## src/rtl/uart_rx_core.sv

```systemverilog
// 16x-oversampling UART receiver: start validation, LSB-first data, framing/overrun detection.
// Define UART_RX_PARITY_EN to expect one even-parity bit between the data bits and the stop bit.
module uart_rx_core #(
    parameter int DATA_BITS = 8
) (
    input  logic                 clk,
    input  logic                 rst,
    input  logic                 clk_16bd,
    input  logic                 rx,
    input  logic                 rd_ack,
    output logic [DATA_BITS-1:0] data_out,
    output logic                 data_ready,
    output logic                 busy,
    output logic                 frame_err,
    output logic                 parity_err,
    output logic                 overrun_err
);

    typedef enum logic [2:0] {
        IDLE,
        START,
        DATA,
`ifdef UART_RX_PARITY_EN
        PARITY,
`endif
        STOP,
        BREAK
    } state_e;

    localparam logic [2:0] LAST_BIT = 3'(DATA_BITS - 1);

    state_e               state_q, state_d;
    logic                 rxMeta_q, rxSync_q;
    logic [3:0]           tickCnt_q, tickCnt_d;
    logic [2:0]           bitCnt_q, bitCnt_d;
    logic [DATA_BITS-1:0] shift_q, shift_d;
    logic [DATA_BITS-1:0] dataOut_q, dataOut_d;
    logic                 dataReady_q, dataReady_d;
    logic                 frameErr_q, frameErr_d;
    logic                 overrunErr_q, overrunErr_d;
    logic                 goodWord;
`ifdef UART_RX_PARITY_EN
    logic                 parityBad_q, parityBad_d;
    logic                 parityErr_q, parityErr_d;
`endif

    always_comb begin
        state_d      = state_q;
        tickCnt_d    = tickCnt_q;
        bitCnt_d     = bitCnt_q;
        shift_d      = shift_q;
        dataOut_d    = dataOut_q;
        dataReady_d  = dataReady_q;
        frameErr_d   = 1'b0;
        overrunErr_d = 1'b0;
        goodWord     = 1'b0;
`ifdef UART_RX_PARITY_EN
        parityBad_d  = parityBad_q;
        parityErr_d  = 1'b0;
`endif
        if (rd_ack) begin
            dataReady_d = 1'b0;
        end

        case (state_q)
            IDLE: begin
                if (!rxSync_q) begin
                    tickCnt_d = 4'd0;
                    state_d   = START;
                end
            end
            START: begin
                // Re-check the line at mid start bit to reject glitches.
                if (clk_16bd) begin
                    tickCnt_d = tickCnt_q + 4'd1;
                    if (tickCnt_q == 4'd7) begin
                        tickCnt_d = 4'd0;
                        bitCnt_d  = 3'd0;
                        state_d   = rxSync_q ? IDLE : DATA;
                    end
                end
            end
            DATA: begin
                if (clk_16bd) begin
                    tickCnt_d = tickCnt_q + 4'd1;
                    if (tickCnt_q == 4'd15) begin
                        shift_d  = {rxSync_q, shift_q[DATA_BITS-1:1]};
                        bitCnt_d = bitCnt_q + 3'd1;
                        if (bitCnt_q == LAST_BIT) begin
`ifdef UART_RX_PARITY_EN
                            state_d = PARITY;
`else
                            state_d = STOP;
`endif
                        end
                    end
                end
            end
`ifdef UART_RX_PARITY_EN
            PARITY: begin
                if (clk_16bd) begin
                    tickCnt_d = tickCnt_q + 4'd1;
                    if (tickCnt_q == 4'd15) begin
                        parityBad_d = rxSync_q ^ (^shift_q);
                        state_d     = STOP;
                    end
                end
            end
`endif
            STOP: begin
                if (clk_16bd) begin
                    tickCnt_d = tickCnt_q + 4'd1;
                    if (tickCnt_q == 4'd15) begin
                        if (rxSync_q) begin
                            state_d = IDLE;
`ifdef UART_RX_PARITY_EN
                            if (parityBad_q) begin
                                parityErr_d = 1'b1;
                            end else begin
                                goodWord = 1'b1;
                            end
`else
                            goodWord = 1'b1;
`endif
                        end else begin
                            frameErr_d = 1'b1;
                            state_d    = BREAK;
                        end
                    end
                end
            end
            BREAK: begin
                if (rxSync_q) begin
                    state_d = IDLE;
                end
            end
            default: state_d = IDLE;
        endcase

        // A completing word wins over a same-cycle acknowledge.
        if (goodWord) begin
            dataOut_d    = shift_q;
            dataReady_d  = 1'b1;
            overrunErr_d = dataReady_q & ~rd_ack;
        end
    end

    always_ff @(posedge clk) begin
        if (rst) begin
            state_q      <= IDLE;
            rxMeta_q     <= 1'b1;
            rxSync_q     <= 1'b1;
            tickCnt_q    <= 4'd0;
            bitCnt_q     <= 3'd0;
            shift_q      <= '0;
            dataOut_q    <= '0;
            dataReady_q  <= 1'b0;
            frameErr_q   <= 1'b0;
            overrunErr_q <= 1'b0;
`ifdef UART_RX_PARITY_EN
            parityBad_q  <= 1'b0;
            parityErr_q  <= 1'b0;
`endif
        end else begin
            state_q      <= state_d;
            rxMeta_q     <= rx;
            rxSync_q     <= rxMeta_q;
            tickCnt_q    <= tickCnt_d;
            bitCnt_q     <= bitCnt_d;
            shift_q      <= shift_d;
            dataOut_q    <= dataOut_d;
            dataReady_q  <= dataReady_d;
            frameErr_q   <= frameErr_d;
            overrunErr_q <= overrunErr_d;
`ifdef UART_RX_PARITY_EN
            parityBad_q  <= parityBad_d;
            parityErr_q  <= parityErr_d;
`endif
        end
    end

    assign data_out    = dataOut_q;
    assign data_ready  = dataReady_q;
    assign busy        = (state_q != IDLE);
    assign frame_err   = frameErr_q;
    assign overrun_err = overrunErr_q;
`ifdef UART_RX_PARITY_EN
    assign parity_err  = parityErr_q;
`else
    assign parity_err  = 1'b0;
`endif

endmodule
```

## config.mk

```make
export PLATFORM = sky130hd
export DESIGN_NAME = uart_rx_core
export DESIGN_NICKNAME = d
export VERILOG_FILES = /design/src/rtl/uart_rx_core.sv
export SDC_FILE = /design/constraint.sdc
export NUM_CORES = 1
export LEC_CHECK = 0
export BUFFER_PORTS_ARGS = -buffer_cell sky130_fd_sc_hd__buf_2
export CAP_MARGIN = 0
export CORE_MARGIN = 3
export CORE_UTILIZATION = 30
export CTS_CLUSTER_SIZE = 12
export DETAILED_ROUTE_END_ITERATION = 12
export MAX_ROUTING_LAYER = met4
export PLACE_DENSITY = 0.55
export SYNTH_ARGS = -nofsm -noshare
export SYNTH_HDL_FRONTEND = slang
export SYNTH_SLANG_ARGS = --single-unit
```

## constraint.sdc

```tcl
create_clock -name clk -period 4.9 [get_ports clk]
set_input_delay 0.98 -clock clk [delete_from_list [all_inputs] [get_ports clk]]
set_output_delay 0.98 -clock clk [all_outputs]
set_load 0.1 [all_outputs]
```

---- Yosys cells after proc, flatten, opt, wreduce, memory -nomap -nowiden ----
Cells that the tools add are included.
word-level totals
  register bits after elaboration ......... 31
  bits of input ports ..................... 5
  output and inout bits ................... 13
  word-level logic and storage cells ...... 76
operators by class
  add/sub/neg operators ................... 2
  equality and inequality tests ........... 17
  multiplexer cells ....................... 29
  bitwise gates (word level) .............. 6
  reduce and logical (&&, ||, !) cells .... 12
operators with widths
  operator                                              number
  two-way mux 3 bit                                     14
  != test 2 bit (second input constant)                 9
  two-way mux 4 bit                                     4
  one-hot mux 3 bit (5 select lines)                    1
  one-hot mux 4 bit (3 select lines)                    1
  AND reduction 9 bit                                   1
  two-way mux 1 bit                                     7
  equality test 3 x 2 -> 1 bit (second input constant)  2
  equality test 3 bit (second input constant)           2
  one-hot mux 3 bit (2 select lines)                    1
  nonzero test 3 bit                                    2
  inverter 1 bit                                        5
  AND reduction 5 bit                                   1
  adder 4 x 1 -> 4 bit (second input constant)          1
  equality test 4 x 3 -> 1 bit (second input constant)  1
  equality test 4 bit (second input constant)           1
  AND reduction 4 bit                                   1
  nonzero test 2 bit                                    2
  OR reduction 2 bit                                    2
  OR reduction 4 bit                                    1
  adder 3 x 1 -> 3 bit (second input constant)          1
  equality test 3 x 1 -> 1 bit (second input constant)  1
  logical NOT 3 bit                                     1
  AND reduction 3 bit                                   1
  other kinds (3)                                       3

---- Longest topological paths before layout ----
  depth after elaboration ................. 6
  mapped depth ............................ 6
  gate-level depth less buffers ........... 5

---- Worst setup path before layout ----
Ideal clock, no wire load.
  kind .................................... flip-flop to output port
  start ................................... register state_q[2]
  end ..................................... output busy
  arrival time ............................ 1.317 ns
  data required time ...................... 3.920 ns
  setup slack ............................. 2.603 ns
  cell stages (with the launch flop) ...... 3
  path buffers ............................ 1
  cell sequence ........................... dfxtp_1 > clkbuf_1 > or3_1
between the ends
  longest elaborated chain between the ends .. 1
ends and longest elaborated chain
  item                    line  RTL
  start, declared         32    state_e state_q, state_d;
  start signal, assigned  165   state_q <= state_d;
  nonzero test 3 bit      184   assign busy = (state_q != IDLE);
  end, declared           13    output logic busy,
No other way between the ends.

---- Final worst setup path ----
  start ................................... register state_q[1]
  end ..................................... output busy
Same word-level chain as after synthesis.

==> qor.csv <==
stage;metric;value;unit
synth;synth_ff_type;dfxtp_1;
detailed_routing;dr_total_vias;1063;
die;initial_utilization;32.3;%
die;ios;18;
setup_path;path_max_fanout;14;
grt;grt_pass1_vias;1040;
clock_network;cts_tree;done;
placed_design;globalplace.congestion;0.749;
die;die_h;72.8;um
synth;syn_area_per_cell;9.37;um2
clock_network;clk_path_buf_depth;2;
cells_and_area;drive_above_1_share;18.9;%
grt;grt_overflow_total;0;
clock_network;cts_resized;0;
detailed_routing;final_antenna_net_count;0;
placed_design;placed_cells;201;
grt;grt.total_usage;11.5;%
clock_network;clock_sinks;31;
die;die_w;72.8;um
worst_hold_path;hp-class;reg -> reg;
setup_path;crit_arrival;1.44;ns
setup_path;worstSetupEndpointType;primary output;
detailed_routing;viasPerCell;5.09;
clock_network;post_cts_buffers;0;
timing;rsz0062_at_grt;false;
placed_design;portBuffers;16;
timing;period_minus_slack;2.42;ns
cells_and_area;stdcell_count;209;
timing;tightest_slew;0.601;ns
synth;ys_top_cells_by_count;dfxtp_1, nor2_1, mux2i_1;
placed_design;hpwl;1.84;mm
cells_and_area;areaGrowthSynthToFinish;13.9;%
cells_and_area;nNetsFinal;166;
synth;async_flop_share;0;%
synth;yosysMostFrequentCell;dfxtp_1;
timing;max_slew_margin;59.8;%
timing;fmax;413;MHz
synth;ys_seq_elements;31;
die;rows;23;
synth;synth_area_leaders;dfxtp_1, mux2i_1, nor2_1;
synth;yosysUniqueCellTypes;38;
setup_path;cp.required;3.92;ns
run_status;status;completed;
synth;synthCells;143;
setup_path;startpoint_type;flop;
detailed_routing;wl_per_cell;12.6;um
clock_network;holdBufCountCts;0;
pwr;pwr_density_cell;310;nW/um2
clock_network;root_buffer;clkbuf_8;
pwr;irDropWorstVdd;0.141;mV
detailed_routing;drc;0;
pwr;clkPwrFrac;40.1;%
synth;syn_nets;151;
synth;yosys_warnings;0;
pwr;p_leak;0.629;nW
timing;holdWs;0.407;ns
die;core_area;4140;um2
synth;syn-cell-area;1340;um2
synth;synth_area_leader_cell;dfxtp_1;
timing;finalClockSkew;0.00156;ns
pwr;p_seq_share;54.2;%
detailed_routing;dr.first_iter.drc_count;41;
clock_network;cts.clk_slew.worst_paths;0.06;ns
pwr;combinationalPowerShare;5.7;%
timing;final.period_utilization;49.4;%
clock_network;cts_buffers;5;
timing;setup_viol;0;
die;die_area;5300;um2
timing;tns;0;ns
detailed_routing;finalWirelength;2.63;mm
pwr;switchingPower;0.000114;W
grt;grt_max_degree;32;
clock_network;cts-htree-levels;2;
pwr;power.share.switching;24.1;%
grt;grt_pass1_wl;4.58;mm
cells_and_area;diodes;0;
setup_path;critPathKind;reg -> out;
clock_network;clk-insertion-delay-late;0.28;ns
detailed_routing;first_pass_iters;3;
timing;finalMaxSlewViolations;0;
timing;hold_viol_final;0;
pwr;intPower;0.000359;W
synth;synth_edf_count;0;
grt;antenna_found_initial;0;
synth;synth_top_area_share;46.3;%
job;drv_cap;0;
synth;seq_area_frac_synth;46.3;%
-- logic make-up (layout without fill, tap and decap cells) --
kind of cell,after synthesis,count (layout),share of synthesized area [%]
fa+ha+maj,3,3,2.80
mux,16,16,12.0
buf+inv,11,27,4.20
flops,31,31,46.3
xor+xnor,1,1,0.654
compound gates,24,24,11.4
other cells,1,1,0.280
simple gates,56,56,22.4
-- sequential cells by signal, indices dropped and copies added, names as in the netlist --
name / count
overrun_err: 1
tickCnt_q: 4
rxMeta_q: 1
data_out: 8
state_q: 3
frame_err: 1
rxSync_q: 1
shift_q: 8
bitCnt_q: 3
data_ready: 1
-- layout by cell type, fill, tap and decap left out, types with 2 or more instances in the layout --
cell type  Yosys  routed
a21oi_1       11      11
a311oi_1       2       2
buf_2          3      16
clkbuf_8       0       5
dfxtp_1       31      31
ha_1           3       3
inv_1          2       2
mux2i_1       16      16
nand2_1        4       4
nand2b_1       3       3
nand3_1        6       6
nand3b_1       3       3
nor2_1        23      23
nor3_1         3       3
o21ai_0        4       4
or2_2          2       2
or3_1          2       2
-- metrics by stage --
| stage | instance area [um2] | utilization (%) | power, W | setup slack (ns) |
|---|---|---|---|---|
| after global placement | 1440 | 34.8 | 0.000289 | 2.64 |
| final | 1530 | 36.8 | 0.000474 | 2.48 |
| after CTS | 1530 | 36.8 | 0.000480 | 2.48 |
| after detailed placement | 1440 | 34.8 | 0.000289 | 2.61 |
| after floorplan | 1340 | - | 0.000284 | 2.60 |
| after global routing | 1530 | 36.8 | 0.000495 | 2.39 |
-- power by group through the flow --
stage               clock [W]  combinational (W)  sequential (W)
CTS                  0.000197          0.0000269        0.000257
global placement            0          0.0000265        0.000262
global route         0.000209          0.0000293        0.000257
finish               0.000190          0.0000269        0.000257
detailed placement          0          0.0000268        0.000262
floorplan                   0          0.0000240        0.000260
-- layer usage --
metal / vias to the layer above / track usage, % / part of all wire, %
met5: - / - / 0
met4: 0 / 5.33 / 2.2
met3: 9 / 6.06 / 5.4
met2: 24 / 16.2 / 44
met1: 497 / 13.5 / 48
li1: 533 / - / -
-- worst paths after layout --
| path | start | endpoint | slack [ns] | depth (start not counted) |
|---|---|---|---|---|
| worst max-delay path | state_q[1] | busy | 2.48 | 2 |
| worst min-delay path | rxMeta_q | rxSync_q | 0.41 | 1 |
| worst max register to register | state_q[0] | shift_q[4] | 2.89 | 5 |
| worst min register to register | rxMeta_q | rxSync_q | 0.41 | 1 |
-- worst max-delay path, stage by stage, from the launching register on --
cell,delay [ns]
dfxtp_1,0.58
or3_1,0.17
buf_2,0.41
-- cell type report --
cell class | count | area, um2
repair buffers | 17 | 87.6
inverters | 2 | 7.51
flip-flops and latches | 31 | 621
multi-input cells | 101 | 663
fillers | 443 | 2620
well taps | 50 | 62.6
clock inverters | 2 | 12.5
clock buffers | 6 | 72.6
Note: power is estimated with default switching activity, not from simulation.
